==> src/rtl/ladybird_gpio_irq_pkg.sv <==
// ladybird_gpio_irq_pkg
//   Shared types and constants for the GPIO interrupt controller:
//   - irq_state_e : controller state (IDLE, WAIT, SERVICE, DONE)
//   - OFF_*       : register offsets within the 16-byte register window
package ladybird_gpio_irq_pkg;

   typedef enum logic [1:0] {
      IDLE    = 2'd0,
      WAIT    = 2'd1,
      SERVICE = 2'd2,
      DONE    = 2'd3
   } irq_state_e;

   localparam logic [3:0] OFF_ENABLE   = 4'h0;
   localparam logic [3:0] OFF_PENDING  = 4'h4;
   localparam logic [3:0] OFF_CLAIM    = 4'h8;
   localparam logic [3:0] OFF_COMPLETE = 4'hC;

endpackage

==> src/rtl/ladybird_bus_interface.sv <==
// ladybird_bus_interface
//   Simple single-cycle register bus.
//   req   : transfer request (read when wstrb == 0, write otherwise)
//   addr  : local byte address
//   wstrb : byte write strobes
//   wdata : write data
//   gnt   : request accepted
//   rdgnt : read data valid (same cycle)
//   rdata : read data
interface ladybird_bus_interface #(
   parameter int ADDR_W = 8
);
   logic              req;
   logic [ADDR_W-1:0] addr;
   logic [3:0]        wstrb;
   logic [31:0]       wdata;
   logic              gnt;
   logic              rdgnt;
   logic [31:0]       rdata;

   modport primary (
      output req, addr, wstrb, wdata,
      input  gnt, rdgnt, rdata
   );

   modport secondary (
      input  req, addr, wstrb, wdata,
      output gnt, rdgnt, rdata
   );
endinterface

==> src/rtl/ladybird_irq_arbiter.sv <==
// ladybird_irq_arbiter
//   Combinational winner select over a candidate vector.  The search starts
//   at index 'start' and wraps; with start tied to 0 it is fixed priority
//   (lowest index wins).
//   cand  : candidate vector (pending & enable)
//   start : index where the search begins
//   valid : at least one candidate present
//   idx   : index of the winning candidate (0 when !valid)
module ladybird_irq_arbiter #(
   parameter int N_SRC = 8,
   parameter int IDX_W = 3
) (
   input  logic [N_SRC-1:0] cand,
   input  logic [IDX_W-1:0] start,
   output logic             valid,
   output logic [IDX_W-1:0] idx
);

   // One extra bit so start + i cannot overflow before the wrap.
   logic [IDX_W:0] pos;

   always_comb begin
      valid = 1'b0;
      idx   = '0;
      pos   = '0;
      for (int i = 0; i < N_SRC; i++) begin
         pos = {1'b0, start} + (IDX_W+1)'(i);
         if (pos >= (IDX_W+1)'(N_SRC)) pos = pos - (IDX_W+1)'(N_SRC);
         if (!valid && cand[pos[IDX_W-1:0]]) begin
            valid = 1'b1;
            idx   = pos[IDX_W-1:0];
         end
      end
   end

endmodule

==> src/rtl/ladybird_gpio_irq.sv <==
// ladybird_gpio_irq
//   Interrupt arbiter and claim/complete controller between the GPIO block
//   and the core's external-interrupt input.
//   clk      : system clock
//   rst      : synchronous active-high reset
//   bus      : register port (ENABLE 0x0, PENDING 0x4, CLAIM 0x8, COMPLETE 0xC)
//   pending  : per-source pending flags from the GPIO block
//   complete : per-source one-cycle completion pulse to the GPIO block
//   irq      : interrupt request to the core
//   Build option LADYBIRD_GPIO_IRQ_RR_EN: round-robin arbitration instead of
//   fixed priority (lowest index wins).
module ladybird_gpio_irq
   import ladybird_gpio_irq_pkg::*;
#(
   parameter int N_SRC = 8,
   parameter int ID_W  = $clog2(N_SRC+1)
) (
   input  logic                     clk,
   input  logic                     rst,
   ladybird_bus_interface.secondary bus,
   input  logic [N_SRC-1:0]         pending,
   output logic [N_SRC-1:0]         complete,
   output logic                     irq
);

   localparam int IDX_W = (N_SRC > 1) ? $clog2(N_SRC) : 1;

   irq_state_e       state, state_nxt;
   logic [ID_W-1:0]  cur, cur_nxt;
   logic [N_SRC-1:0] enable;
   logic [N_SRC-1:0] cand;
   logic             win_vld;
   logic [IDX_W-1:0] win_idx;
   logic [ID_W-1:0]  win_id;
   logic [IDX_W-1:0] cur_idx;
   logic [IDX_W-1:0] start_ptr;
   logic             rr_adv;

   logic       rd_act, wr_act, in_win;
   logic [3:0] off;
   logic       claim_rd, cmpl_wr, en_wr;

   // Bus decode: only the first 16 bytes hold registers, anything above reads 0.
   assign rd_act = bus.req & ~|bus.wstrb;
   assign wr_act = bus.req & |bus.wstrb;
   assign off    = bus.addr[3:0];
   assign in_win = ((bus.addr >> 4) == '0);

   assign bus.gnt   = 1'b1;
   assign bus.rdgnt = rd_act;

   assign claim_rd = rd_act & in_win & (off == OFF_CLAIM) & (state == WAIT);
   assign cmpl_wr  = wr_act & in_win & (off == OFF_COMPLETE);
   assign en_wr    = wr_act & in_win & (off == OFF_ENABLE);

   logic unused_wdata;
   assign unused_wdata = ^bus.wdata[31:N_SRC];

   always_ff @(posedge clk) begin
      if (rst)        enable <= '0;
      else if (en_wr) enable <= bus.wdata[N_SRC-1:0];
   end

   assign cand    = pending & enable;
   assign cur_idx = IDX_W'(cur - ID_W'(1));
   assign win_id  = ID_W'(win_idx) + ID_W'(1);

   ladybird_irq_arbiter #(
      .N_SRC (N_SRC),
      .IDX_W (IDX_W)
   ) u_arb (
      .cand  (cand),
      .start (start_ptr),
      .valid (win_vld),
      .idx   (win_idx)
   );

`ifdef LADYBIRD_GPIO_IRQ_RR_EN
   logic [IDX_W-1:0] rr_ptr;

   // Pointer moves one past the source just granted, wrapping at N_SRC.
   always_ff @(posedge clk) begin
      if (rst) rr_ptr <= '0;
      else if (rr_adv)
         rr_ptr <= (win_idx == IDX_W'(N_SRC-1)) ? '0 : win_idx + IDX_W'(1);
   end
   assign start_ptr = rr_ptr;
`else
   logic unused_rr;
   assign unused_rr = rr_adv;
   assign start_ptr = '0;
`endif

   always_ff @(posedge clk) begin
      if (rst) begin
         state <= IDLE;
         cur   <= '0;
      end else begin
         state <= state_nxt;
         cur   <= cur_nxt;
      end
   end

   always_comb begin
      state_nxt = state;
      cur_nxt   = cur;
      irq       = 1'b0;
      complete  = '0;
      rr_adv    = 1'b0;
      case (state)
         IDLE: begin
            if (win_vld) begin
               cur_nxt   = win_id;
               state_nxt = WAIT;
               rr_adv    = 1'b1;
            end
         end
         WAIT: begin
            irq = 1'b1;
            // A claim in the same cycle the source drops still wins.
            if (claim_rd) begin
               state_nxt = SERVICE;
            end else if (!cand[cur_idx]) begin
               state_nxt = IDLE;
               cur_nxt   = '0;
            end
         end
         SERVICE: begin
            // Enable/pending changes are ignored here; only a matching ID ends service.
            if (cmpl_wr && (bus.wdata[ID_W-1:0] == cur)) state_nxt = DONE;
         end
         DONE: begin
            complete  = N_SRC'(1) << cur_idx;
            cur_nxt   = '0;
            state_nxt = IDLE;
         end
         default: begin
            state_nxt = IDLE;
            cur_nxt   = '0;
         end
      endcase
   end

   always_comb begin
      bus.rdata = '0;
      if (rd_act && in_win) begin
         case (off)
            OFF_ENABLE:  bus.rdata = 32'(enable);
            OFF_PENDING: bus.rdata = 32'(pending);
            OFF_CLAIM:   if (state == WAIT) bus.rdata = 32'(cur);
            default:     bus.rdata = '0;
         endcase
      end
   end

endmodule

==> src/flat_wrapper.sv <==
// flat-port wrapper written by rule: the top's interface ports become plain ports
module ladybird_gpio_irq_flat import ladybird_gpio_irq_pkg::*;
#(
   parameter int N_SRC = 8,
   parameter int ID_W  = $clog2(N_SRC+1)
)
  (clk, rst, pending, complete, irq, bus_req, bus_addr, bus_wstrb, bus_wdata, bus_gnt, bus_rdgnt, bus_rdata);
  ladybird_bus_interface #(.ADDR_W(8)) bus_i ();
  input  logic clk;
  input  logic rst;
  input  logic [N_SRC-1:0] pending;
  output logic [N_SRC-1:0] complete;
  output logic irq;
  input wire logic [$bits(bus_i.req)-1:0] bus_req;
  input wire logic [$bits(bus_i.addr)-1:0] bus_addr;
  input wire logic [$bits(bus_i.wstrb)-1:0] bus_wstrb;
  input wire logic [$bits(bus_i.wdata)-1:0] bus_wdata;
  output wire logic [$bits(bus_i.gnt)-1:0] bus_gnt;
  output wire logic [$bits(bus_i.rdgnt)-1:0] bus_rdgnt;
  output wire logic [$bits(bus_i.rdata)-1:0] bus_rdata;
  assign bus_i.req = bus_req;
  assign bus_i.addr = bus_addr;
  assign bus_i.wstrb = bus_wstrb;
  assign bus_i.wdata = bus_wdata;
  assign bus_gnt = bus_i.gnt;
  assign bus_rdgnt = bus_i.rdgnt;
  assign bus_rdata = bus_i.rdata;
  ladybird_gpio_irq #(.N_SRC(N_SRC), .ID_W(ID_W)) u_core (.clk(clk), .rst(rst), .bus(bus_i), .pending(pending), .complete(complete), .irq(irq));
endmodule
==> config.mk <==
export PLATFORM = sky130hd
export DESIGN_NAME = ladybird_gpio_irq_flat
export DESIGN_NICKNAME = d
export VERILOG_FILES = /design/src/rtl/ladybird_gpio_irq_pkg.sv /design/src/rtl/ladybird_bus_interface.sv /design/src/rtl/ladybird_irq_arbiter.sv /design/src/rtl/ladybird_gpio_irq.sv /design/src/flat_wrapper.sv
export SDC_FILE = /design/constraint.sdc
export NUM_CORES = 1
export LEC_CHECK = 0
export CAP_MARGIN = 10
export CORE_UTILIZATION = 35
export DETAILED_ROUTE_END_ITERATION = 7
export PLACE_DENSITY = 0.81
export SLEW_MARGIN = 20
export SYNTH_ARGS = -nofsm -noshare
export SYNTH_HDL_FRONTEND = slang
export SYNTH_SLANG_ARGS = --single-unit
==> constraint.sdc <==
create_clock -name clk -period 2.4 [get_ports clk]
set_input_delay 0.6 -clock clk [delete_from_list [all_inputs] [get_ports clk]]
set_output_delay 0.6 -clock clk [all_outputs]
set_load 0.01 [all_outputs]
==> impl_metrics.json <==
{
  "total_power_uw": 606,
  "violations": "setup timing",
  "path_max_fanout": 8,
  "arrival_ps": 1880,
  "status": "complete, but fails checks",
  "h-tree-depth": 1,
  "grt_pass1_vias": 1557,
  "final_nets": 317,
  "synth_compound_area_share_pct": 17.6,
  "final_common_cell": "buf_4",
  "reg2reg_slack_ps": 540,
  "worstPathRequired_ps": 1800,
  "vias": 1572,
  "insertion_delay_ps": 250,
  "core_mm2": 0.00372,
  "reg2reg_depth": 6,
  "vdd_drop_max_mv": 0.180,
  "stdcell_area_mm2": 0.00223,
  "synth_xor_area_share_pct": 4.43,
  "synth_top_area_share_pct": 20.3,
  "dr.first_iter.drc_count": 87,
  "critical_path_class": "input pin to primary output",
  "min_path_type": "flip-flop to flip-flop",
  "highest_layer": "met4",
  "root_buffer": "clkbuf_8",
  "synth-simple-area-share_pct": 25.9,
  "syn_inst": 170,
  "pwr_density_cell_mw_per_mm2": 271,
  "synth_area_per_cell_um2": 8.13,
  "dp_hpwl_um": 2990,
  "final_util_pct": 60.1,
  "antennaDiodeCount": 0,
  "slew_violations": 0,
  "via_per_inst": 5.19,
  "gr-total-overflow": 0,
  "gr-usage-all-layers_pct": 21.0,
  "synth_top_area_cell": "dfxtp_1",
  "yosysWarnings": 0,
  "synthArstFlopShare_pct": 0,
  "clock_tree.buffer_depth": 2,
  "gp_congestion": 0.948,
  "cts_tree": "built",
  "io_pins": 98,
  "fill_cells": 332,
  "rsz0062_at_grt": "yes",
  "grt_max_degree": 11,
  "synthAdderAreaFrac_pct": 5.43,
  "start_util_pct": 37.2,
  "die_w_um": 64.9,
  "cp-start-kind": "input pin",
  "worstHoldPathCells": 2,
  "die_y_um": 64.9,
  "mostFrequentLayoutCells": "buf_4, conb_1, nor2_1",
  "wire_per_inst_um": 13.9,
  "met3_length_um": 273,
  "end_kind": "primary output",
  "area_delta_synth_final_pct": 61.5,
  "cts_sinks": 14,
  "worstReg2RegStart": "u_core.cur[0]",
  "synth_area_leaders": "dfxtp_1, buf_4, nor2_1, mux2i_1, ha_1",
  "finalHoldViolations": 0,
  "setup.worst_path.start": "bus_wstrb[1]",
  "cts_inserted_buffers": 3,
  "fmax_ghz": 0.403,
  "whs_endpoint": "u_core.enable[6]",
  "synthesis.area_mm2": 0.00138,
  "fin_crit_sh_pct": 103,
  "fin_skew_ps": 0.869,
  "first_pass_iters": 4,
  "postPlaceCellArea_mm2": 0.00202,
  "routed_wl_um": 4200,
  "rows": 22,
  "antenna_found_initial": 0,
  "wl_met2_um": 2180,
  "r2r_end": "u_core.cur[2]",
  "port-buffer-count": 48,
  "setup_viol": 8,
  "cts.clk_slew.worst_paths_ps": 60,
  "period_minus_slack_ps": 2480,
  "setup_ws_ps": -80.4,
  "synth_top_family_by_area": "simple AND/OR/NAND/NOR gates",
  "muxShareOfSynthArea_pct": 9.32,
  "synth_sequential_area_ratio_pct": 20.3,
  "yosys_register_bits": 14,
  "synth_edf_count": 0,
  "ctsHoldBuffers": 0,
  "ant_nets": 0,
  "p_leak_uw": 0.00113,
  "hp-start": "u_core.enable[6]",
  "die-area_mm2": 0.00421,
  "synthDistinctLibCells": 44,
  "drc": 0,
  "grt_pass1_wl_um": 6760,
  "cap_violations": 0,
  "drive_gt1_share_pct": 33.7,
  "synth_ff_type": "dfxtp_1",
  "drt-met1-wl_um": 1640
}
-- power by group --
| group | switching [µW] | internal [µW] |
|---|---|---|
| combinational | 64.1 | 69.4 |
| sequential | 0.375 | 233 |
| clock | 93.1 | 146 |
-- cell families after synthesis --
group,after synthesis
flops,14
simple gates,69
other cells,2
buf+inv,32
xor+xnor,7
fa+ha+maj,6
mux,10
compound gates,30
-- worst max-delay path by stage --
stage                   end  slack, ps  cells after the start
4_1_cts        bus_rdata[3]        -20                      5
3_5_place_dp   bus_rdata[3]       -910                      5
3_3_place_gp   bus_rdata[3]       -870                      5
6_report       bus_rdata[3]        -80                      5
2_1_floorplan  bus_rdata[0]         60                      3
5_1_grt        bus_rdata[7]       -100                      5
-- per-stage QoR --
stage	hold slack [ps]	instances	setup TNS [ps]	setup slack [ps]
final	545	303	-573	-80.4
after global routing	592	303	-844	-102
after CTS	548	303	-58.4	-17.0
after detailed placement	532	290	-7910	-906
after global placement	508	290	-7550	-867
after floorplan	487	193	0	57.6
-- per-layer routing --
metal | vias up | GRT usage [%]
met5 | - | 0
met4 | 0 | 9.72
li1 | 744 | -
met1 | 741 | 22.7
met3 | 13 | 3.87
met2 | 74 | 38.9
-- synthesized netlist by cell type (all sizes together), types with 3 or more instances --
cell type / number
xnor2: 5
nand4: 5
o41ai: 3
mux2i: 8
nor2b: 3
nor2: 25
a22oi: 8
buf: 28
nand3: 9
a222oi: 4
nor4: 3
ha: 6
inv: 3
dfxtp: 14
o21ai: 3
nand2: 16
-- flip-flops by register name, summed over array words and instances (netlist names), named ones only --
name and count:
u_core.cur 4, u_core.enable 8, u_core.state 1
-- critical path, cell delays in order --
cell and delay (ps):
buf_6 90, or4_4 540, a211o_4 400, nor2_2 110
buf_2 130
-- layout make-up --
type	instances	area [µm²]	share of cell area [%]
clock buffers	4	55.1	2.46
inverters	3	11.3	0.504
multi-input cells	147	1090	48.9
flip-flops and latches	14	280	12.5
well taps	48	60.1	2.69
repair buffers	87	736	32.9
-- repair_timing --
item | 4_1_cts | 5_1_grt
resized for setup | 92 | 15
buffers inserted | 9 | 0
pin swaps | 19 | 3
endpoints found under the hold margin | 0 | 0
cloned | 0 | 0
setup endpoints to repair | 17 | 22
No activity file was read; power rests on OpenSTA's default activity.
